### config.mk
export PLATFORM = sky130hd
export DESIGN_NAME = pong_ball
export DESIGN_NICKNAME = d
export VERILOG_FILES = /design/src/rtl/pong_ball.sv
export SDC_FILE = /design/constraint.sdc
export NUM_CORES = 1
export LEC_CHECK = 0
export BUFFER_PORTS_ARGS = -buffer_cell sky130_fd_sc_hd__buf_4
export CAP_MARGIN = 20
export CORE_ASPECT_RATIO = 1.25
export CORE_MARGIN = 5
export CORE_UTILIZATION = 45
export CTS_CLUSTER_DIAMETER = 200
export CTS_CLUSTER_SIZE = 28
export DETAILED_ROUTE_END_ITERATION = 10
export GPL_ROUTABILITY_DRIVEN = 0
export GPL_TIMING_DRIVEN = 0
export MAX_ROUTING_LAYER = met4
export PLACE_DENSITY = 0.71
export SETUP_SLACK_MARGIN = 0.02
export SLEW_MARGIN = 40
export SYNTH_ARGS = -nofsm -noshare
export SYNTH_HDL_FRONTEND = slang
export SYNTH_SLANG_ARGS = --single-unit
### constraint.sdc
create_clock -name pclk -period 3.29 [get_ports pclk]
set_input_delay 0.329 -clock pclk [delete_from_list [all_inputs] [get_ports pclk]]
set_output_delay 0.329 -clock pclk [all_outputs]
set_load 0.005 [all_outputs]
### src/rtl/pong_ball.sv
// pong_ball: once-per-frame ball motion with wall/paddle bounces, plus ball overlay.
// Define BALL_SPEEDUP_EN to speed the ball up on each paddle bounce.
module pong_ball #(
  parameter int          H_ACTIVE     = 800,
  parameter int          V_ACTIVE     = 600,
  parameter int          BALL_SIZE    = 16,
  parameter int          SPEED        = 4,
  parameter int          PAD_L_X      = 32,
  parameter int          PAD_R_X      = 752,
  parameter int          PAD_W        = 16,
  parameter int          PAD_H        = 96,
  parameter int          SERVE_FRAMES = 60,
  parameter logic [11:0] BALL_RGB     = 12'hFFF
) (
  input  logic        pclk,
  input  logic        rst,
  input  logic        game_en,
  input  logic [10:0] hcount_in,
  input  logic [10:0] vcount_in,
  input  logic        hsync_in,
  input  logic        vsync_in,
  input  logic        hblnk_in,
  input  logic        vblnk_in,
  input  logic [11:0] rgb_in,
  input  logic [10:0] pad_l_y,
  input  logic [10:0] pad_r_y,
  output logic [10:0] hcount_out,
  output logic [10:0] vcount_out,
  output logic        hsync_out,
  output logic        vsync_out,
  output logic        hblnk_out,
  output logic        vblnk_out,
  output logic [11:0] rgb_out,
  output logic        miss_l,
  output logic        miss_r,
  output logic [10:0] ball_x,
  output logic [10:0] ball_y
);

  typedef enum logic {SERVE, PLAY} state_t;

  localparam logic [11:0] BS     = 12'(BALL_SIZE);
  localparam logic [11:0] L_EDGE = 12'(PAD_L_X + PAD_W);
  localparam logic [11:0] R_EDGE = 12'(PAD_R_X);
  localparam logic [11:0] PH     = 12'(PAD_H);
  localparam logic [11:0] HA     = 12'(H_ACTIVE);
  localparam logic [11:0] VA     = 12'(V_ACTIVE);
  localparam logic [10:0] Y_MAX  = 11'(V_ACTIVE - BALL_SIZE);
  localparam logic [10:0] X_RCL  = 11'(PAD_R_X - BALL_SIZE);
  localparam logic [10:0] X_C    = 11'((H_ACTIVE - BALL_SIZE) / 2);
  localparam logic [10:0] Y_C    = 11'((V_ACTIVE - BALL_SIZE) / 2);
  localparam logic [6:0]  CNT_I  = 7'(SERVE_FRAMES);

  state_t      state_q, state_d;
  logic [6:0]  cnt_q, cnt_d;
  logic [10:0] bx_q, bx_d, by_q, by_d;
  logic        dx_q, dx_d, dy_q, dy_d;
  logic        ml_q, ml_d, mr_q, mr_d;
  logic [10:0] hc_q, vc_q;
  logic        hs_q, vs_q, hb_q, vb_q;
  logic [11:0] rgb_q, rgb_d;

  logic [11:0] spd;
`ifdef BALL_SPEEDUP_EN
  logic [3:0]  spd_q, spd_d;
  assign spd = {8'd0, spd_q};
`else
  assign spd = 12'(SPEED);
`endif

  logic [11:0] x12, y12, hc12, vc12, pl12, pr12;
  logic        step, in_ball, ovl_l, ovl_r, hit_l, hit_r, out_r;

  assign x12  = {1'b0, bx_q};
  assign y12  = {1'b0, by_q};
  assign hc12 = {1'b0, hcount_in};
  assign vc12 = {1'b0, vcount_in};
  assign pl12 = {1'b0, pad_l_y};
  assign pr12 = {1'b0, pad_r_y};

  // Frame tick: rising edge of vblank, seen against its 1-cycle copy.
  assign step = vblnk_in & ~vb_q & game_en;

  assign in_ball = !hblnk_in && !vblnk_in &&
                   hc12 >= x12 && hc12 < x12 + BS &&
                   vc12 >= y12 && vc12 < y12 + BS;
  assign rgb_d = in_ball ? BALL_RGB : rgb_in;

  assign ovl_l = (y12 + BS > pl12) && (y12 < pl12 + PH);
  assign ovl_r = (y12 + BS > pr12) && (y12 < pr12 + PH);
  // Next-position tests rewritten on the current position so nothing wraps.
  assign hit_l = (x12 <= L_EDGE + spd) && (x12 >= L_EDGE) && ovl_l;
  assign hit_r = (x12 + BS + spd >= R_EDGE) && (x12 + BS <= R_EDGE) && ovl_r;
  assign out_r = (x12 + BS + spd) > (HA - spd);

  always_comb begin
    state_d = state_q;
    cnt_d   = cnt_q;
    bx_d    = bx_q;
    by_d    = by_q;
    dx_d    = dx_q;
    dy_d    = dy_q;
    ml_d    = 1'b0;
    mr_d    = 1'b0;
    case (state_q)
      SERVE: begin
        if (step) begin
          if (cnt_q == '0) state_d = PLAY;
          else cnt_d = cnt_q - 7'd1;
        end
      end
      PLAY: begin
        if (step) begin
          unique case (1'b1)
            (!dy_q && y12 < spd): begin
              by_d = '0;
              dy_d = 1'b1;
            end
            (dy_q && y12 + BS + spd > VA): begin
              by_d = Y_MAX;
              dy_d = 1'b0;
            end
            default: by_d = dy_q ? by_q + spd[10:0] : by_q - spd[10:0];
          endcase
          if (!dx_q) begin
            if (hit_l) begin
              bx_d = L_EDGE[10:0];
              dx_d = 1'b1;
            end else if (x12 < {spd[10:0], 1'b0}) begin
              ml_d = 1'b1;
            end else begin
              bx_d = bx_q - spd[10:0];
            end
          end else begin
            if (hit_r) begin
              bx_d = X_RCL;
              dx_d = 1'b0;
            end else if (out_r) begin
              mr_d = 1'b1;
            end else begin
              bx_d = bx_q + spd[10:0];
            end
          end
          // A miss overrides both axes; serve toward the player who missed.
          if (ml_d || mr_d) begin
            state_d = SERVE;
            cnt_d   = CNT_I;
            bx_d    = X_C;
            by_d    = Y_C;
            dx_d    = mr_d;
            dy_d    = dy_q;
          end
        end
      end
      default: state_d = SERVE;
    endcase
  end

`ifdef BALL_SPEEDUP_EN
  always_comb begin
    spd_d = spd_q;
    if (ml_d || mr_d)
      spd_d = 4'(SPEED);
    else if (state_q == PLAY && step && (dx_q ? hit_r : hit_l) && spd_q != 4'hF)
      spd_d = spd_q + 4'd1;
  end

  always_ff @(posedge pclk) begin
    if (rst) spd_q <= 4'(SPEED);
    else     spd_q <= spd_d;
  end
`endif

  always_ff @(posedge pclk) begin
    if (rst) begin
      state_q <= SERVE;
      cnt_q   <= CNT_I;
      bx_q    <= X_C;
      by_q    <= Y_C;
      dx_q    <= 1'b1;
      dy_q    <= 1'b1;
      ml_q    <= 1'b0;
      mr_q    <= 1'b0;
      hc_q    <= '0;
      vc_q    <= '0;
      hs_q    <= 1'b0;
      vs_q    <= 1'b0;
      hb_q    <= 1'b0;
      vb_q    <= 1'b0;
      rgb_q   <= '0;
    end else begin
      state_q <= state_d;
      cnt_q   <= cnt_d;
      bx_q    <= bx_d;
      by_q    <= by_d;
      dx_q    <= dx_d;
      dy_q    <= dy_d;
      ml_q    <= ml_d;
      mr_q    <= mr_d;
      hc_q    <= hcount_in;
      vc_q    <= vcount_in;
      hs_q    <= hsync_in;
      vs_q    <= vsync_in;
      hb_q    <= hblnk_in;
      vb_q    <= vblnk_in;
      rgb_q   <= rgb_d;
    end
  end

  assign hcount_out = hc_q;
  assign vcount_out = vc_q;
  assign hsync_out  = hs_q;
  assign vsync_out  = vs_q;
  assign hblnk_out  = hb_q;
  assign vblnk_out  = vb_q;
  assign rgb_out    = rgb_q;
  assign miss_l     = ml_q;
  assign miss_r     = mr_q;
  assign ball_x     = bx_q;
  assign ball_y     = by_q;

endmodule

# Word level (Yosys, flattened, before mapping)
# Cells that the tools add are included.
# W data, S select, Z words.
[totals]
ff_bits = 72
output_inout_bits = 62
[op_classes]
addsub = 11
n_lt_le_gt_ge = 16
bitwise_logic = 6
muxes = 35
n_eq_ne = 6
n_reduce_logical = 24
[op_table]
columns = ["cell", "n"]
rows = [
  ["$mux W11", 8],
  ["$lt A11 B12 Y1", 4],
  ["$mux W7", 4],
  ["$add A11 B5 Y12 const B", 2],
  ["$add A11 B7 Y12 const B", 2],
  ["$add A12 B3 Y12 const B", 2],
  ["$gt A12 B10 Y1 const B", 2],
  ["$gt A12 B11 Y1", 2],
  ["$add A11 B3 Y11 const B", 2],
  ["$ge A11 B11 Y1", 2],
  ["$pmux W11 S2", 1],
  ["$sub A11 B3 Y11 const B", 2],
  ["$mux W1", 18],
  ["$pmux W7 S2", 1],
  ["$logic_and A1 B1 Y1", 13],
  ["$ge A12 B10 Y1 const B", 1],
  ["$le A12 B10 Y1 const B", 1],
  ["$mux W12", 1],
  ["$reduce_and A4 Y1", 3],
  ["$ge A11 B6 Y1 const B", 1],
  ["$le A11 B6 Y1 const B", 1],
  ["$lt A11 B3 Y1 const B", 1],
  ["$lt A11 B4 Y1 const B", 1],
  ["$ne A4 B3 Y1 const B", 2],
  ["12 further kinds", 21],
]

# Depth between registers and ports, before layout
[depth]
ltp_word = 13
mapped_depth = 15
mapped_depth_nobuf = 14

# Worst setup path before layout
# Ideal clock, no wire load.
[synth_path]
path_kind = "flip-flop to flip-flop"
startpoint = "reg by_q[4] (netlist: ball_y[4])"
endpoint = "reg cnt_q[5]"
stages_incl_launch_ff = 15
setup_slack_ns = -0.206
t_arrival_ns = 3.369
t_required_ns = 3.163
setup_ns = 0.127
period_less_slack_ns = 3.496
path_cell_list = "dfxtp_1 ha_1 nand2_1 nor2_1 xnor2_1 ha_1 and3_1 a2111oi_0 nor3_1 a41oi_2 o31ai_2 buf_6 a311oi_4 a21oi_1 or3_1"
[synth_via]
elab_chain_len = 11
[synth_rtl]
columns = ["element", "line", "text"]
rows = [
  ["start: declaration", "56", "logic [10:0] bx_q, bx_d, by_q, by_d;"],
  ["start signal: assignment", "195", "by_q <= by_d;"],
  ["$add A11 B5 Y12", "89, 90", ""],
  ["$gt A12 B11 Y1 (on tied branches)", "89, 90", ""],
  ["$logic_and A1 B1 Y1 (on tied branches)", "89, 90", ""],
  ["$logic_and A1 B1 Y1 (on tied branches)", "92, 93", ""],
  ["$mux W1 (on tied branches)", "126, 135", ""],
  ["$mux W1", "125", "if (!dx_q) begin"],
  ["$mux W1", "113", "if (step) begin"],
  ["$mux W1", "105", "case (state_q)"],
  ["$logic_or A1 B1 Y1 *", "145", "if (ml_d || mr_d) begin"],
  ["$ne A2 B1 Y1 (no line) *", "--", ""],
  ["$reduce_and A4 Y1 (no line) *", "--", ""],
  ["end signal: assignment", "193", "cnt_q <= cnt_d;"],
  ["end: declaration", "55", "logic [6:0] cnt_q, cnt_d;"],
]
# Mark *: on every way between the ends. The rest lies on a longest branch, timed or not. The select of a mux whose other input is x is not followed.
# A chain may end at the register's enable or synchronous reset.

# Worst setup path in the final report
# Same ends and word-level chain as after synthesis.

==> results_dict.tcl <==
set metrics [dict create \
    drive_above_1_share_pct 34.01 \
    core_um2 11670 \
    tightest_slew_ns 0.9357 \
    antenna_cells 0 \
    grt_pass1_vias 5596 \
    met2_usage_pct 43.85 \
    grt_pass1_wl_mm 27.05 \
    vias_per_cell 5.789 \
    fin_cells 993 \
    mostFrequentLayoutCell "buf_4" \
    grt_overflow 0 \
    synth_top_flop_cell "dfxtp_1" \
    ys_ff_latch 68 \
    row_count 44 \
    die-area_um2 14220 \
    start_util_pct 45.98 \
    use_met3_pct 3.871 \
    fin_area_um2 7670 \
    period_needed_ns 3.377 \
    start_kind "flop" \
    slew_headroom_pct 37.05 \
    finalHoldViolations 0 \
    fin_tns_setup_ns -0.1855 \
    dieHeight_um 132.1 \
    min_from "vcount_in[0]" \
    final_cell_mix "buf_4, ha_1, inv_1, dfxtp_1" \
    grt_max_degree 14 \
    startpoint "ball_y[4]$_SDFFE_PP0P_" \
    maxSlewViolCount 0 \
    dp_hpwl_mm 13.00 \
    postCtsHoldBufs 0 \
    synth_cells 656 \
    worstPathRequired_ns 3.50 \
    cts_tree "built" \
    clock_latency_ns 0.34 \
    drc_errors 0 \
    syn-cell-area_um2 5366 \
    arrival_ns 3.59 \
    finalCritPeriodShare_pct 102.7 \
    finalWorstSetupSlack_ns -0.08750 \
    finalSetupViolations 5 \
    postPlaceCellArea_um2 6507 \
    drtAntennaViolNets 0 \
    die_x_um 107.7 \
    power.leakage_uw 0.003350 \
    regArea_um2 1391 \
    htreeDepth 3 \
    post_drt_wl_per_cell_um 17.95 \
    routed_wirelength_mm 17.82 \
    io_pins 125 \
    path_clk_slew_ns 0.06 \
    clock_skew_ns 0.007540 \
    hp-class "input pin to flop" \
    violations "setup timing" \
    ys_seq_area_share_pct 25.37 \
    max_cap_viol_count 0 \
    fillers 984 \
    rsz0062_at_grt "yes" \
    crit_type "flop to flop" \
    synth_edf_count 0 \
    grt_usage_pct 24.18 \
    status "finished, violations left" \
    syn_to_final_growth_pct 42.92 \
    multi_input_comb_area_um2 4129 \
    place_inst 940 \
    cts-root-buf "clkbuf_16" \
    r2r_start "ball_y[4]$_SDFFE_PP0P_" \
    syn_area_per_cell_um2 8.180 \
    antenna_found_initial 0 \
    grtUsageMet1_pct 24.71 \
    yosysWarnings 0 \
    power_density_nw_per_um2 298.8 \
    crit_fanout 6 \
    ys_async_sr_fraction_pct 0 \
    synth_cell_types 82 \
    cts_max_path_buffers 2 \
    grt-busiest-layer "met2" \
    numCtsBuffers 9 \
    ir_worst_vdd_uv 212.4 \
    fin_nets 970 \
    port_buffers 120 \
    drtIter0Drc 299 \
    cts_sinks 68 \
    fmax_mhz 296.1 \
    vias 5748 \
    drt_pass1_iterations 5 \
    worstSetupEndpointType "flop" \
]
-- flip-flops by register name, indices dropped and copies added (netlist names) --
signal and count:
ball_y 9, rgb_out 12, state_q 1, miss_l 1
hcount_out 11, vblnk_out 1, ball_x 9, vsync_out 1
dy_q 1, hblnk_out 1, hsync_out 1, vcount_out 11
dx_q 1, cnt_q 7, miss_r 1
-- path summary, 6_finish.rpt --
| check | to | slack [ns] | depth (start not counted) |
|---|---|---|---|
| worst max-delay path | cnt_q[5]$_SDFFE_PP1P_ | -0.09 | 14 |
| worst min-delay path | vcount_out[0]$_SDFF_PP0_ | 0.21 | 2 |
| worst max register to register | cnt_q[5]$_SDFFE_PP1P_ | -0.09 | 14 |
| worst min register to register | cnt_q[6]$_SDFFE_PP0P_ | 0.50 | 1 |
-- kinds of logic (layout without fill, tap and decap cells) --
kind of cell	after synthesis	after routing	share of synthesized area [%]
other	1	4	0.06988
adder cells (fa/ha/maj)	80	80	18.65
buffers and inverters	95	268	7.321
AND/OR/NAND/NOR	211	211	21.12
XOR/XNOR	24	24	4.197
flip-flops	68	68	25.37
AO/OA/AOI/OAI	174	174	22.66
multiplexers	3	3	0.6062
-- cell type report --
cell class,count,area share (%)
multi-input cells,496,53.83
inverters,72,3.670
well taps,161,2.626
clock buffers,12,3.491
flip-flops and latches,68,18.14
plain buffers,21,1.958
clock inverters,4,0.7178
repair buffers,159,15.56
-- worst max-delay path, cell delays in order (launching register included) --
cell and delay, ns:
dfxtp_4 0.43, clkinvlp_4 0.16, ha_4 0.29, ha_4 0.27
nand4_1 0.18, a211oi_4 0.31, a2111oi_4 0.06, nor3_2 0.25
a41oi_2 0.22, o31ai_4 0.14, buf_6 0.18, a311oi_4 0.09
buf_4 0.17, and3_4 0.16, or3_1 0.33
-- where the power goes --
group	switching, uW	internal (uW)	total [uW]
Combinational	194	200	394
Sequential	21.5	856	878
Clock	364	656	1020
-- cells in the mapped netlist (10+ instances only) --
| master | instances | area [um^2] |
|---|---|---|
| a21oi_1 | 34 | 170.2 |
| a31oi_1 | 11 | 68.82 |
| and3_1 | 11 | 68.82 |
| clkbuf_1 | 12 | 45.04 |
| dfxtp_1 | 68 | 1361 |
| ha_1 | 80 | 1001 |
| inv_1 | 69 | 259.0 |
| nand2_1 | 48 | 180.2 |
| nand3_1 | 18 | 90.09 |
| nor2_1 | 29 | 108.9 |
| nor2b_1 | 27 | 168.9 |
| nor3_1 | 19 | 95.09 |
| o21ai_0 | 45 | 225.2 |
| o22ai_1 | 10 | 62.56 |
| xnor2_1 | 17 | 148.9 |
-- metal layers --
metal / up-vias / wire length (um)
li1: 2715 / -
met1: 2688 / 6540
met2: 253 / 9281
met3: 92 / 899
met4: 0 / 1100
met5: - / 0
-- through the flow --
stage | hold slack, ns | total power, uW | utilization, % | setup slack, ns
detailed placement | 0.4878 | 1239 | 55.76 | -0.6528
CTS | 0.2061 | 2273 | 62.86 | 0.008850
global placement | 0.4718 | 1223 | 55.76 | -0.6422
floorplan | 0.4540 | 1075 | - | 0.02114
finish | 0.2079 | 2292 | 65.72 | -0.08750
global route | 0.2098 | 2388 | 65.72 | -0.1841
-- what timing repair did --
action	CTS	global route
pin swaps	16	32
endpoints found under the setup margin	38	36
resized for setup	63	47
setup buffers	22	18
(Power assumes the default switching activity.)
